File: src/rtl/muldiv_pkg.sv
`default_nettype none
// ============================================================================
// Module   : muldiv_pkg
// Purpose  : Shared definitions for the iterative multiply/divide unit:
//            operation encodings, FSM state type and a counter-width helper.
// Revision : 1.0 - initial release
// ============================================================================
package muldiv_pkg;

    localparam logic [1:0] OP_MULT  = 2'b00;
    localparam logic [1:0] OP_MULTU = 2'b01;
    localparam logic [1:0] OP_DIV   = 2'b10;
    localparam logic [1:0] OP_DIVU  = 2'b11;

    typedef enum logic [2:0] {
        S_IDLE = 3'd0,
        S_PREP = 3'd1,
        S_CALC = 3'd2,
        S_FIX  = 3'd3,
        S_DONE = 3'd4
    } state_t;

    // Number of bits needed to hold the values 0 .. value-1.
    function automatic int clog2(input int value);
        int r;
        r = 0;
        for (int i = 0; i < 31; i++) begin
            if ((1 << i) < value) begin
                r = i + 1;
            end
        end
        return r;
    endfunction

endpackage
`default_nettype wire

File: src/rtl/muldiv_if.sv
`default_nettype none
// ============================================================================
// Module   : muldiv_if
// Purpose  : Handshake and data bundle between the EX stage (master) and the
//            iterative multiply/divide unit (slave).
// Revision : 1.0 - initial release
// ============================================================================
interface muldiv_if #(
    parameter int WIDTH = 32
);
    logic                 start_i;
    logic                 annul_i;
    logic [1:0]           op_i;
    logic [WIDTH-1:0]     opa_i;
    logic [WIDTH-1:0]     opb_i;
    logic                 busy_o;
    logic                 stallreq_o;
    logic                 valid_o;
    logic [2*WIDTH-1:0]   result_o;
    logic                 div_zero_o;

    modport master (
        output start_i, annul_i, op_i, opa_i, opb_i,
        input  busy_o, stallreq_o, valid_o, result_o, div_zero_o
    );

    modport slave (
        input  start_i, annul_i, op_i, opa_i, opb_i,
        output busy_o, stallreq_o, valid_o, result_o, div_zero_o
    );
endinterface
`default_nettype wire

File: src/rtl/muldiv_absneg.sv
`default_nettype none
// ============================================================================
// Module   : muldiv_absneg
// Purpose  : Conditional two's-complement negate of a 2*WIDTH vector, either
//            as one wide number or as two independent WIDTH-bit halves.
// Revision : 1.0 - initial release
// ============================================================================
module muldiv_absneg #(
    parameter int WIDTH = 32
) (
    input  wire logic [2*WIDTH-1:0] val_i,
    input  wire logic               wide_i,    // 1: treat val_i as one number, negate on neg_lo_i
    input  wire logic               neg_hi_i,  // split mode: negate upper half
    input  wire logic               neg_lo_i,  // split mode: negate lower half; wide mode: negate all
    output logic      [2*WIDTH-1:0] val_o
);
    logic [2*WIDTH-1:0] w_wide;
    logic [WIDTH-1:0]   w_hi;
    logic [WIDTH-1:0]   w_lo;

    // Both flavours are built in parallel; wide_i picks the one in use.
    always_comb begin
        w_wide = neg_lo_i ? -val_i : val_i;
        w_hi   = neg_hi_i ? -val_i[2*WIDTH-1:WIDTH] : val_i[2*WIDTH-1:WIDTH];
        w_lo   = neg_lo_i ? -val_i[WIDTH-1:0]       : val_i[WIDTH-1:0];
        val_o  = wide_i ? w_wide : {w_hi, w_lo};
    end
endmodule
`default_nettype wire

File: src/rtl/muldiv_iter.sv
`default_nettype none
// ============================================================================
// Module   : muldiv_iter
// Purpose  : WIDTH-generic iterative multiply / divide unit (one bit per
//            cycle). Signed ops are done on magnitudes and sign-fixed at end.
// Revision : 1.0 - initial release
// ============================================================================
module muldiv_iter
    import muldiv_pkg::*;
#(
    parameter int WIDTH = 32
) (
    input  wire logic clk,
    input  wire logic resetn,
    muldiv_if.slave   bus
);
    localparam int CW = clog2(WIDTH);
    localparam int W2 = 2 * WIDTH;

    state_t            state_q, state_d;
    logic [1:0]        op_q, op_d;
    logic [WIDTH-1:0]  a_q, a_d;          // multiplicand / dividend (magnitude after PREP)
    logic [WIDTH-1:0]  b_q, b_d;          // multiplier / divisor (magnitude after PREP)
    logic [CW-1:0]     cnt_q, cnt_d;
    logic [W2:0]       acc_q, acc_d;      // mult: {carry, hi, lo}; div: {rem[W:0], quotient}
    logic              neg_hi_q, neg_hi_d; // negate remainder in FIX
    logic              neg_lo_q, neg_lo_d; // negate product / quotient in FIX
    logic              dzp_q, dzp_d;       // divide-by-zero flag of the op in flight
    logic [W2-1:0]     res_q, res_d;       // last delivered result
    logic              dz_q, dz_d;         // last delivered divide-by-zero flag

    logic              w_accept, w_fire, w_busy;
    logic              w_signed, w_is_div, w_b_zero, w_last;
    logic [W2-1:0]     w_mag, w_fixed;
    logic [WIDTH:0]    w_mul_sum, w_shift, w_trial;
    logic [W2:0]       w_mul_next, w_div_next;

    assign w_accept = (state_q == S_IDLE) && bus.start_i && !bus.annul_i;
    assign w_fire   = (state_q == S_DONE) && !bus.annul_i;
    assign w_busy   = (state_q != S_IDLE);
    assign w_signed = (op_q == OP_MULT) || (op_q == OP_DIV);
    assign w_is_div = (op_q == OP_DIV)  || (op_q == OP_DIVU);
    assign w_b_zero = (b_q == '0);
    assign w_last   = (cnt_q == CW'(WIDTH - 1));

    // Shift-add step, LSB of the multiplier first; the top bit keeps the carry.
    assign w_mul_sum  = acc_q[W2:WIDTH] + (acc_q[0] ? {1'b0, a_q} : '0);
    assign w_mul_next = {1'b0, w_mul_sum, acc_q[WIDTH-1:1]};

    // Restoring-division step: shift in the next dividend bit, trial-subtract.
    assign w_shift    = {acc_q[W2-1:WIDTH], acc_q[WIDTH-1]};
    assign w_trial    = w_shift - {1'b0, b_q};
    assign w_div_next = w_trial[WIDTH] ? {w_shift, acc_q[WIDTH-2:0], 1'b0}
                                       : {w_trial, acc_q[WIDTH-2:0], 1'b1};

    // Magnitudes of the captured operands (used in PREP).
    muldiv_absneg #(.WIDTH(WIDTH)) u_prep_abs (
        .val_i    ({a_q, b_q}),
        .wide_i   (1'b0),
        .neg_hi_i (w_signed && a_q[WIDTH-1]),
        .neg_lo_i (w_signed && b_q[WIDTH-1]),
        .val_o    (w_mag)
    );

    // Sign restoration of the raw result (used in FIX).
    muldiv_absneg #(.WIDTH(WIDTH)) u_fix_neg (
        .val_i    (acc_q[W2-1:0]),
        .wide_i   (!w_is_div),
        .neg_hi_i (neg_hi_q),
        .neg_lo_i (neg_lo_q),
        .val_o    (w_fixed)
    );

    // State and datapath registers, synchronous active-low reset.
    always_ff @(posedge clk) begin
        if (!resetn) begin
            state_q  <= S_IDLE;
            op_q     <= '0;
            a_q      <= '0;
            b_q      <= '0;
            cnt_q    <= '0;
            acc_q    <= '0;
            neg_hi_q <= 1'b0;
            neg_lo_q <= 1'b0;
            dzp_q    <= 1'b0;
            res_q    <= '0;
            dz_q     <= 1'b0;
        end else begin
            state_q  <= state_d;
            op_q     <= op_d;
            a_q      <= a_d;
            b_q      <= b_d;
            cnt_q    <= cnt_d;
            acc_q    <= acc_d;
            neg_hi_q <= neg_hi_d;
            neg_lo_q <= neg_lo_d;
            dzp_q    <= dzp_d;
            res_q    <= res_d;
            dz_q     <= dz_d;
        end
    end

    // Next-state logic; annul from any busy state returns to IDLE.
    always_comb begin
        state_d = state_q;
        case (state_q)
            S_IDLE:  if (w_accept) state_d = S_PREP;
            S_PREP:  state_d = (w_is_div && w_b_zero) ? S_DONE : S_CALC;
            S_CALC:  if (w_last) state_d = S_FIX;
            S_FIX:   state_d = S_DONE;
            S_DONE:  state_d = S_IDLE;
            default: state_d = S_IDLE;
        endcase
        if (w_busy && bus.annul_i) begin
            state_d = S_IDLE;
        end
    end

    // Datapath next values: capture, magnitude prep, iterate, sign fix, deliver.
    always_comb begin
        op_d     = op_q;
        a_d      = a_q;
        b_d      = b_q;
        cnt_d    = cnt_q;
        acc_d    = acc_q;
        neg_hi_d = neg_hi_q;
        neg_lo_d = neg_lo_q;
        dzp_d    = dzp_q;
        res_d    = res_q;
        dz_d     = dz_q;
        case (state_q)
            S_IDLE: begin
                if (w_accept) begin
                    op_d  = bus.op_i;
                    a_d   = bus.opa_i;
                    b_d   = bus.opb_i;
                    cnt_d = '0;
                    dzp_d = 1'b0;
                end
            end
            S_PREP: begin
                a_d      = w_mag[W2-1:WIDTH];
                b_d      = w_mag[WIDTH-1:0];
                neg_lo_d = w_signed && (a_q[WIDTH-1] ^ b_q[WIDTH-1]);
                neg_hi_d = w_signed && w_is_div && a_q[WIDTH-1];
                if (w_is_div && w_b_zero) begin
                    // Raw dividend goes out as the remainder, quotient is all ones.
                    acc_d = {1'b0, a_q, {WIDTH{1'b1}}};
                    dzp_d = 1'b1;
                end else if (w_is_div) begin
                    acc_d = {{(WIDTH + 1){1'b0}}, w_mag[W2-1:WIDTH]};
                end else begin
                    acc_d = {{(WIDTH + 1){1'b0}}, w_mag[WIDTH-1:0]};
                end
            end
            S_CALC: begin
                acc_d = w_is_div ? w_div_next : w_mul_next;
                cnt_d = w_last ? '0 : cnt_q + 1'b1;
            end
            S_FIX: begin
                acc_d = {1'b0, w_fixed};
            end
            S_DONE: begin
                if (w_fire) begin
                    res_d = acc_q[W2-1:0];
                    dz_d  = dzp_q;
                end
            end
            default: ;
        endcase
    end

    // During DONE the fresh result is forwarded so it is valid with valid_o.
    assign bus.busy_o     = w_busy;
    assign bus.valid_o    = w_fire;
    assign bus.stallreq_o = resetn && (w_accept || (w_busy && !w_fire));
    assign bus.result_o   = w_fire ? acc_q[W2-1:0] : res_q;
    assign bus.div_zero_o = w_fire ? dzp_q : dz_q;

endmodule
`default_nettype wire

File: src/flat_wrapper.sv
// flat-port wrapper written by rule: the top's interface ports become plain ports
module muldiv_iter_flat import muldiv_pkg::*;
#(
    parameter int WIDTH = 32
)
  (clk, resetn, bus_start_i, bus_annul_i, bus_op_i, bus_opa_i, bus_opb_i, bus_busy_o, bus_stallreq_o, bus_valid_o, bus_result_o, bus_div_zero_o);
  muldiv_if #(.WIDTH(WIDTH)) bus_i ();
  input  wire logic clk;
  input  wire logic resetn;
  input wire logic [$bits(bus_i.start_i)-1:0] bus_start_i;
  input wire logic [$bits(bus_i.annul_i)-1:0] bus_annul_i;
  input wire logic [$bits(bus_i.op_i)-1:0] bus_op_i;
  input wire logic [$bits(bus_i.opa_i)-1:0] bus_opa_i;
  input wire logic [$bits(bus_i.opb_i)-1:0] bus_opb_i;
  output wire logic [$bits(bus_i.busy_o)-1:0] bus_busy_o;
  output wire logic [$bits(bus_i.stallreq_o)-1:0] bus_stallreq_o;
  output wire logic [$bits(bus_i.valid_o)-1:0] bus_valid_o;
  output wire logic [$bits(bus_i.result_o)-1:0] bus_result_o;
  output wire logic [$bits(bus_i.div_zero_o)-1:0] bus_div_zero_o;
  assign bus_i.start_i = bus_start_i;
  assign bus_i.annul_i = bus_annul_i;
  assign bus_i.op_i = bus_op_i;
  assign bus_i.opa_i = bus_opa_i;
  assign bus_i.opb_i = bus_opb_i;
  assign bus_busy_o = bus_i.busy_o;
  assign bus_stallreq_o = bus_i.stallreq_o;
  assign bus_valid_o = bus_i.valid_o;
  assign bus_result_o = bus_i.result_o;
  assign bus_div_zero_o = bus_i.div_zero_o;
  muldiv_iter #(.WIDTH(WIDTH)) u_core (.clk(clk), .resetn(resetn), .bus(bus_i));
endmodule
File: config.mk
export PLATFORM = sky130hd
export DESIGN_NAME = muldiv_iter_flat
export DESIGN_NICKNAME = d
export VERILOG_FILES = /design/src/rtl/muldiv_pkg.sv /design/src/rtl/muldiv_if.sv /design/src/rtl/muldiv_absneg.sv /design/src/rtl/muldiv_iter.sv /design/src/flat_wrapper.sv
export SDC_FILE = /design/constraint.sdc
export NUM_CORES = 1
export LEC_CHECK = 0
export BUFFER_PORTS_ARGS = -buffer_cell sky130_fd_sc_hd__buf_4
export CORE_MARGIN = 2
export CORE_UTILIZATION = 50
export CTS_CLUSTER_DIAMETER = 40
export CTS_CLUSTER_SIZE = 12
export DETAILED_ROUTE_END_ITERATION = 8
export GPL_TIMING_DRIVEN = 0
export PLACE_DENSITY = 0.69
export SLEW_MARGIN = 20
export SYNTH_ARGS = -nofsm -noshare
export SYNTH_HDL_FRONTEND = slang
export SYNTH_SLANG_ARGS = --single-unit
File: constraint.sdc
create_clock -name clk -period 7.83 [get_ports clk]
set_input_delay 0.783 -clock clk [delete_from_list [all_inputs] [get_ports clk]]
set_output_delay 0.783 -clock clk [all_outputs]
set_load 0.005 [all_outputs]
After elaboration in Yosys (flattened, before gate mapping). Index checks and enable logic that the tools add are counted.

Multiply operators: 0. Multiplexer cells: 28. Equality and inequality tests: 13. Bitwise gates (word level): 2. Magnitude comparators: 0. Reductions and logical operators: 32. Shift-type cells: 0. $add $sub $neg: 8. Div/mod/pow operators: 0.

Operators by type and width (number): 32-bit 2-to-1 mux (8); 65-bit 2-to-1 mux (3); 65-bit case mux with 3 select lines (1); 64-bit 2-to-1 mux (3); 32-bit negator (4); 32-bit case mux with 2 select lines (2); 64-bit negator (1); 33-bit adder (1); 33-bit by 32-bit subtractor with 33-bit output (1); 32-bit logical NOT (1); 1-bit logical AND (12); 3-bit case mux with 4 select lines (1); 5-bit 2-to-1 mux (2); 5-bit case mux with 2 select lines (1); 2-bit AND reduction (5); 3-bit 2-to-1 mux (3); 2-bit by 1-bit != test with 1-bit output (second input constant) (4); 3-bit by 2-bit equality test with 1-bit output (second input constant) (2); 3-bit AND reduction (2); 3-bit nonzero test (2); 5-bit by 1-bit adder with 5-bit output (second input constant) (1); 5-bit equality test (second input constant) (1); 2-bit equality test (second input constant) (2); 2-bit nonzero test (2); other kinds (13) (18).

Bits in registers: 207. Bits in latches: 0. Memories: 0. Logic and storage cells: 96. Output and inout port bits: 68. RAM bits: 0. Input port bits: 70. ROM bits: 0.

Logic depth before layout (Yosys ltp). Gate-level depths: netlist of run 1.

Depth after elaboration: 7. Gate-level depth with buffers: 21. Gate-level depth less buffers: 21.

Modules after synthesis. From an unflattened synthesis of run 1, not the netlist that was laid out.

Cell total of the unflattened synthesis: 2174. Area total of the unflattened synthesis: 17156.5 µm².

Modules (own cells, without submodules): muldiv_iter (seq. area each 4144.0 µm², times used 1, cells each 1648, area an instance 13760.7 µm²); muldiv_absneg (seq. area each 0.0 µm², times used 2, cells each 263, area an instance 1697.9 µm²).

Worst setup path after synthesis of run 1. No wires, ideal clock.

Kind: reg2reg. From: register u_core.b_q[2]. To: register u_core.acc_q[62]. Clock period less this slack: 4.188 ns. Data arrival time: 4.066 ns. Library setup time: 0.121 ns. Stages on the path, launching flop included: 20. Slack: 3.642 ns. Data required time: 7.709 ns. Path buffers: 2. Cell sequence: dfxtp_1 > inv_1 > ha_1 > nor2b_1 > o31a_1 > o31ai_1 > o211ai_1 > a311o_1 > nand3_1 > nand2b_1 > a21oi_1 > o21ai_0 > ha_1 > clkbuf_1 > clkbuf_1 > o221ai_1 > o21ai_0 > nand2_1 > o211ai_1 > o21ai_0.

Longest elaborated chain between the ends: 4. Elaborated cells between the ends (all ways): 7. Classes of those cells: add/sub (1); mux (4); reduce/logical (2).

Ends and longest elaborated chain: from (decl) (RTL line muldiv_iter.sv:23) `logic [WIDTH-1:0] b_q, b_d;`; from (signal assigned) (RTL line muldiv_iter.sv:80) `b_q <= '0;`; from (signal assigned) (RTL line muldiv_iter.sv:92) `b_q <= b_d;`; 33-bit by 32-bit subtractor with 33-bit output or 32-bit logical NOT (tied branches) (RTL line muldiv_iter.sv:52, muldiv_iter.sv:43); 65-bit 2-to-1 mux or 1-bit logical AND (tied branches) (RTL line muldiv_iter.sv:53, muldiv_iter.sv:146); 65-bit 2-to-1 mux, on equally long branches (RTL line muldiv_iter.sv:157, muldiv_iter.sv:146); 65-bit case mux with 3 select lines * (RTL line muldiv_iter.sv:131) `case (state_q)`; to (signal assigned) (RTL line muldiv_iter.sv:82) `acc_q <= '0;`; to (signal assigned) (RTL line muldiv_iter.sv:94) `acc_q <= acc_d;`; to (decl) (RTL line muldiv_iter.sv:25) `logic [W2:0] acc_q, acc_d;`.

Mark *: on every way between the ends. The rest lies on a longest branch, timed or not. A chain may end at the register's enable or synchronous reset.

Worst setup path after layout of run 1.
From: register u_core.acc_q[31]. To: register u_core.acc_q[62].

Longest elaborated chain between the ends: 4. Elaborated cells between the ends (all ways): 7. Classes of those cells: add/sub (2); mux (5).

Ends and longest elaborated chain (RTL line): 64-bit negator or 33-bit by 32-bit subtractor with 33-bit output (tied branches) (muldiv_absneg.sv:23, muldiv_iter.sv:52); 64-bit 2-to-1 mux or 65-bit 2-to-1 mux (tied branches) (muldiv_absneg.sv:23, muldiv_iter.sv:53); 64-bit 2-to-1 mux or 65-bit 2-to-1 mux (tied branches) (muldiv_absneg.sv:26, muldiv_iter.sv:157); 65-bit case mux with 3 select lines * (muldiv_iter.sv:131).

Mark *: on every way between the ends. The rest lies on a longest branch, timed or not. The select of a mux whose other input is x is not followed.

==> summary.md, run 1 <==
| Metric | Value |
|---|---|
| Post-Synthesis Cells | about 2.2k |
| Vias | 19.4k |
| Max cap viols | 0 |
| Minimum clock period | roughly 6.6 ns |
| Setup Fix Bufs, Post-CTS | 0 |
| Peak VDD IR | roughly 0.00020 V |
| GPL Wtd Cong | 1.07 |
| CP required | approximately 8.3 ns |
| Total clock sinks | between 200 and 250 |
| Overall Power | ~4.3 mW |
| DR vias/cell | between 6 and 7 |
| Clock share of power | between 40% and 50% |
| Gr usage total | a little over two fifths |
| CTS clk-pin slew, worst paths | 0.05 ns |
| Yosys top cell by area | dfxtp_1 |
| Endpoints failing hold | 0 |
| Gr ovfl total | 0 |
| Tcrit/Tclk final | approximately 85% |
| First-pass iteration count of the detailed router | 8 |
| Root buffer cell | clkbuf_16 |
| N_diodes | 0 |
| Vias in the first global route | 17.9k |
| Sw frac | about a third |
| Top FF cell, synth | dfxtp_1 |
| Post_cts resized | 0 |
| Proportion of synthesized area in mux cells | between 7 and 8% |
| Initial DRC Count | 3160 |
| Layout cells sized above 1 | a little over an eighth |
| CTS tree | built |
| Die footprint | about 35000 um^2 |
| RSZ-0062 raised after global routing | no |
| Initial Utilization | a little over 50% |
| Synth top area share | between 20 and 25% |
| CTS HTree Levels | 2 |
| Routed len/inst | 27.2 um |
| Post-Layout Cell Count | between 2k and 3k |
| Post-synth EDFFs | 0 |
| Post-Synth XOR/XNOR Area | under 10% |
| Top-count cell post-synth | dfxtp_1 |
| Power per cell area | roughly 220 nW/um^2 |
| Register area share after synthesis | roughly a quarter |
| Core area | approximately 33000 um^2 |
| P_sw | between 1 and 1.5 mW |
| Die H | 187 um |
| Hold_ws | 0.473 ns |
| Startpoint types | register |
| Max Root-Sink Buffers | 3 |
| Post-CTS Hold Buffers | 0 |
| Die Wd | 187 um |
| FF+latch count, synth | approximately 210 |
| Count of input and output buffers | approximately 140 |
| Final setup TNS | 0 ns |
| # IOs | roughly 140 |
| Worst-Margin Slew | between 1 and 1.5 ns |
| Distinct cells, synth | 78 |
| Drc violations | 0 |
| Worst-case clock skew | 0.0201 ns |
| Top cells by area, synth | dfxtp_1 25%, o21ai_0 5.9%, a21oi_1 5.4% |
| F_max | between 150 and 200 MHz |
| Synth Area in Compound Gates | about 27% |
| Clock Latency Late Sink | a little under 0.6 ns |
| Post-Synth Adder-Cell Area | under 10% |
| Antenna violations before repair | 1 |
| Placement Setup Slack | 1.58 ns |
| Max Fanout on Critical Path | 10 |
| Final setup fails | 0 |
| HPWL after DPL | a little under 60000 um |
| Synth Area per Inst | ~7.5 um^2 |
| P_leak | 7.93 nW |
| Syn Nets | 2365 |
| Pin count of the biggest net entering global routing | 12 |
| Int Power | around 2.9 mW |
| Post-Place Cells | 2807 |
| Post-Synthesis Cell Area | between 15000 and 20000 um^2 |
| Routed Wire Length | between 70000 and 80000 um |
| Hold Path Class | reg2reg |
| WP data arrival | around 7.1 ns |
| Slew headroom | around an eighth |
| Main combinational cell family by area after synthesis | compound AO/OA/AOI/OAI gates |
| CP endpoint kind | register |
| FFs w/ async S/R, synth | 0% |
| Synthesis warning total | 0 |
| Global-route wire length before repair | between 100000 and 150000 um |
| Seq pwr share | between 20% and 30% |
| Final #Nets | 2550 |
| Outcome | finished, final reports clean |
| Cts bufs inserted | 46 |
| Crit Path Category | reg2reg |
| DRT antenna net count | 0 |
| Final setup margin | 1.20 ns |
| Logic pwr share | 23.8% |
| Synth cell count leaders | 207 x dfxtp_1, 198 x o21ai_0, 186 x nor2_1, 181 x a21oi_1, 156 x nand2_1 |
| Pins Over Slew Limit | 0 |
| Area growth syn-to-layout | 19.6% |
| Simple-Gate Fraction of Synth Area | 22.7% |
| Site Rows | 67 |
[cells in the final DEF, fill, tap and decap left out, drive strengths merged, types with 8 or more instances in the layout]
master,n
clkbuf,212
dfxtp,207
o21ai,198
nor2,186
a21oi,181
nand2,156
buf,151
and2,122
xnor2,100
ha,71
mux2,70
inv,67
nor3,64
mux2i,46
nor2b,40
a31oi,39
xor2,39
a22oi,33
a21boi,31
nand3,30
a221oi,27
or3,25
a21o,23
nor4,23
a222oi,20
o211ai,20
o21a,19
a211oi,18
nand2b,16
o22ai,16
or4,15
and3,14
o31ai,14
nand4,13
o221ai,13
clkinv,12
or2,9
a41oi,8
[logic make-up after synthesis]
kind of cell / after synthesis
compound gates: 712
xor+xnor: 139
fa+ha+maj: 73
buf+inv: 234
flops: 207
mux: 116
simple gates: 741
[power by group through the flow]
| stage | logic, mW | registers (mW) | clock network, mW |
|---|---|---|---|
| final | 1.03 | 1.16 | 2.12 |
| after global routing | 1.08 | 1.16 | 2.17 |
| after CTS | 0.975 | 1.16 | 2.12 |
| after detailed placement | 0.968 | 1.18 | 0 |
| after global placement | 0.961 | 1.18 | 0 |
| after floorplan | 0.654 | 1.15 | 0 |
[path summary, 6_finish.rpt]
check                           cells after the start          endpoint  slack [ns]             start
worst min-delay path                                2   u_core.neg_hi_q        0.47   u_core.neg_hi_q
worst max-delay path                               20  u_core.acc_q[62]        1.20  u_core.acc_q[31]
worst min register to register                      2   u_core.neg_hi_q        0.47   u_core.neg_hi_q
worst max register to register                     20  u_core.acc_q[62]        1.20  u_core.acc_q[31]
[sequential cells by signal (all words and copies together) (netlist names)]
| register | count |
|---|---|
| u_core.a_q | 32 |
| u_core.acc_q | 65 |
| u_core.b_q | 32 |
| u_core.cnt_q | 5 |
| u_core.dz_q | 1 |
| u_core.dzp_q | 1 |
| u_core.neg_hi_q | 1 |
| u_core.neg_lo_q | 1 |
| u_core.op_q | 2 |
| u_core.res_q | 64 |
| u_core.state_q | 3 |
[routing by layer]
layer	wire (um)	vias to the layer above	part of all wire, %	track usage, %
met3	10900	310	14	13.0
met1	30700	9106	39	56.7
met2	31500	1543	40	61.3
met5	0	-	0	0
li1	-	8472	-	-
met4	5660	0	7.2	27.6
[area by class of cell]
cell class                 count  area (um^2)
inverter                      67          251
sequential                   207         4140
timing repair buffer         137         1030
multi-input combinational   1781        11700
tap                          448          561
fill                        3139        13200
clock inverter                26          338
clock buffer                  59         1340
buffer                       167          634
[critical path, stage by stage, from the launching register on]
cell and delay, ns:
dfxtp_1 0.61, inv_1 0.26, ha_1 0.29, fa_1 0.39, nor2b_1 0.23, o31a_1 0.21, o31ai_1 0.16, o211ai_1 0.85
a311o_1 0.33, nand3_1 0.13, nand2b_1 0.10, a21oi_1 0.08, o21ai_0 0.23, ha_1 0.43, clkbuf_1 0.77, clkbuf_1 0.65
o221ai_1 0.27, o21ai_0 0.14, nand2_1 0.07, o211ai_1 0.20, o21ai_0 0.09
[stage by stage]
stage | utilization (%) | area, um^2
floorplan | - | 16800
global placement | 55.1 | 18300
detailed placement | 55.1 | 18300
CTS | 60.2 | 20000
global route | 60.2 | 20000
finish | 60.2 | 20000
No activity file was read; power rests on OpenSTA's default activity.
==> run 2, diff against run 1 <==
- clock period: 7.83 -> 6.6 ns (I/O delays scaled with it)
==> summary.md, run 2 (synthesis results as in run 1) <==
| Metric | Value |
|---|---|
| Minimum clock period | 6.42 ns (-0.206 ns) |
| Gr usage total | 43.2% (unchanged) |
| CTS HTree Levels | 2 (unchanged) |
| Die footprint | 35000 um^2 (unchanged) |
| Largest register FFs | 65 (unchanged) |
| Crit-path max cell delay | 0.77 ns (-0.08 ns) |
| Core area | 33300 um^2 (unchanged) |
| Most common cell after layout, fill and taps aside | dfxtp_1 |
| Startpoint types | register |
| First-pass iteration count of the detailed router | 9 (+1) |
| Outcome | finished with violations |
| # IOs | 138 (unchanged) |
| Site Rows | 67 (unchanged) |
| WP data arrival | 6.87 ns (-0.21 ns) |
| Die H | 187 um (unchanged) |
| Crit Path Category | reg2reg |
| Most frequent cells in the layout | 207 x dfxtp_1, 198 x o21ai_0, 186 x nor2_1, 181 x a21oi_1, 156 x nand2_1 |
| Initial DRC Count | 2950 (-6.6%) |
| Sw frac | 33.3% (+0.036 points) |
| Clock Latency Late Sink | 0.57 ns (about the same) |
| CP bufs+invs | 4 (+1) |
| CP endpoint kind | register |
| Max cap viols | 0 (unchanged) |
| Vias in the first global route | 17.9k (unchanged) |
| Die Wd | 187 um (unchanged) |
| Post-CTS Hold Buffers | 0 (unchanged) |
| Post-Place Cells | 2807 (unchanged) |
| Global-route wire length before repair | 113000 um (unchanged) |
| Post-Layout Cell Count | 2895 (+0.10%) |
| Slew headroom | 10.4% (-2.3 points) |
| Hold Path Class | in2reg |
| Int Power | 3.43 mW (+19%) |
| R2R cell count | 21 (+5.0%) |
| Cell family with most CP delay | compound AO/OA/AOI/OAI gates |
| Largest regs | u_core.acc_q (65), u_core.res_q (64) |
| Worst-Margin Slew | 1.33 ns (+0.0349 ns) |
| Drc violations | 1 (+1) |
| Setup crit start | u_core.acc_q[31] |
| Power per cell area | 256 nW/um^2 (+19%) |
| Seq pwr share | 26.9% (about the same) |
| Vias | 19.4k (-0.11%) |
| CTS clk-pin slew, worst paths | 0.05 ns (about the same) |
| Clock share of power | 49.1% (about the same) |
| Routed Wire Length | 78800 um (+0.12%) |
| CP required | 7.05 ns (-1.23 ns) |
| Setup slack, reg-to-reg | 0.18 ns (-1.02 ns) |
| Layout cells sized above 1 | 13.3% (+0.11 points) |
| CTS tree | built |
| Biggest register | u_core.acc_q |
| Critical Path End | u_core.acc_q[62] |
| Worst reg2reg endpoint | u_core.acc_q[62] |
| Worst-case clock skew | 0.0181 ns (-0.00194 ns) |
| Max Fanout on Critical Path | 10 (unchanged) |
| Pins Over Slew Limit | 0 (unchanged) |
| Failing checks | design-rule violations |
| Crit Reg-Reg Startpoint | u_core.acc_q[31] |
| N_diodes | 0 (unchanged) |
| Count of input and output buffers | 136 (unchanged) |
| F_max | 156 MHz (+3.2%) |
| P_sw | 1.71 mW (+19%) |
| DR vias/cell | 6.70 (-0.22%) |
| Tcrit/Tclk final | 97.3% (+13 points) |
| DRT antenna net count | 0 (unchanged) |
| Initial Utilization | 50.3% (unchanged) |
| Cts bufs inserted | 46 (unchanged) |
| Register area | 4140 um^2 (unchanged) |
| Area growth syn-to-layout | 19.7% |
| Multi-input gate area | 11700 um^2 (unchanged) |
| RSZ-0062 raised after global routing | no |
| Logic pwr share | 24.0% (+0.2 points) |
| Max Root-Sink Buffers | 3 (unchanged) |
| Antenna violations before repair | 1 (unchanged) |
| Gr ovfl total | 0 (unchanged) |
| WP depth | 21 (+5.0%) |
| Crit-path slowest cell | clkbuf_1 |
| Final setup TNS | 0 ns (unchanged) |
| Cell-by-cell listing of the critical path | inv_1, ha_1, fa_1, nor2b_1, o31a_1, o31ai_1, o211ai_1, buf_4, a311o_1, nand3_1, nand2b_1, a21oi_1, o21ai_0, ha_1, clkbuf_1, clkbuf_1, o221ai_1, o21ai_0, nand2_1, o211ai_1, o21ai_0 |
| Endpoints failing hold | 0 (unchanged) |
| Final #Nets | 2553 (+0.12%) |
| Peak VDD IR | 0.000229 V (+17%) |
| P_leak | 7.95 nW (+0.19%) |
| Root buffer cell | clkbuf_16 |
| Routed len/inst | 27.2 um (about the same) |
| Fill count | 3141 (+0.064%) |
| Total clock sinks | 207 (unchanged) |
| Most frequent cell on the critical path | o21ai_0 |
| GPL Wtd Cong | 1.07 (unchanged) |
| Pin count of the biggest net entering global routing | 12 (unchanged) |
| HPWL after DPL | 59500 um (unchanged) |
| Final setup fails | 0 (unchanged) |
run 2: worst min-delay path by stage:
stage | depth (start not counted) | slack [ns] | end | startpoint
final | 3 | 0.36 | u_core.a_q[0] | bus_opa_i[0]
after global routing | 3 | 0.38 | u_core.b_q[0] | bus_opb_i[0]
after CTS | 3 | 0.35 | u_core.a_q[0] | bus_opa_i[0]
after detailed placement | 2 | 0.47 | u_core.neg_hi_q | u_core.neg_hi_q
after global placement | 2 | 0.46 | u_core.neg_hi_q | u_core.neg_hi_q
after floorplan | 2 | 0.44 | u_core.neg_hi_q | u_core.neg_hi_q
run 2: power groups by stage:
| stage | registers (mW) | logic [mW] | clock network [mW] |
|---|---|---|---|
| 6_report | 1.38 | 1.23 | 2.52 |
| 5_1_grt | 1.38 | 1.29 | 2.57 |
| 4_1_cts | 1.37 | 1.16 | 2.51 |
| 3_5_place_dp | 1.40 | 1.15 | 0 |
| 3_3_place_gp | 1.40 | 1.14 | 0 |
| 2_1_floorplan | 1.36 | 0.775 | 0 |
run 2: repair_timing:
item,4_1_cts,5_1_grt
gates resized for setup,0,0
setup buffers,0,3
setup endpoints to repair,0,2
run 2: layer usage:
metal  global-route usage (%)  vias up  wire length, um
met3                     13.0      285            10600
met5                        0        -                0
met4                     27.6        0             5520
met1                     56.7     9215            31000
li1                         -     8485                -
met2                     61.3     1424            31700
run 2: through the flow:
step / hold WS, ns / utilization, % / cell area [um^2] / setup WS [ns] / total power [mW]
final: 0.357 / 60.3 / 20100 / 0.178 / 5.13
after global routing: 0.383 / 60.3 / 20100 / 0.270 / 5.24
after CTS: 0.349 / 60.2 / 20000 / 0.345 / 5.04
after detailed placement: 0.468 / 55.1 / 18300 / 0.347 / 2.55
after global placement: 0.459 / 55.1 / 18300 / 0.384 / 2.54
after floorplan: 0.441 / - / 16800 / 2.41 / 2.14
run 2: worst register-to-register path, cell delays in order, from the launching register on:
cell and delay (ns):
dfxtp_1 0.47, inv_1 0.28, ha_1 0.24, fa_1 0.20, nor2b_1 0.08, o31a_1 0.29, o31ai_1 0.61, o211ai_1 0.16
buf_4 0.22, a311o_1 0.35, nand3_1 0.14, nand2b_1 0.07, a21oi_1 0.16, o21ai_0 0.14, ha_1 0.58, clkbuf_1 0.77
clkbuf_1 0.73, o221ai_1 0.30, o21ai_0 0.15, nand2_1 0.07, o211ai_1 0.21, o21ai_0 0.09
run 2: cell type report:
type | instances | area share [%]
Clock buffer | 59 | 6.70
Timing Repair Buffer | 140 | 5.24
Buffer | 167 | 3.16
Multi-Input combinational cell | 1781 | 58.5
Sequential cell | 207 | 20.7
Inverter | 67 | 1.25
Clock inverter | 26 | 1.68
Tap cell | 448 | 2.80
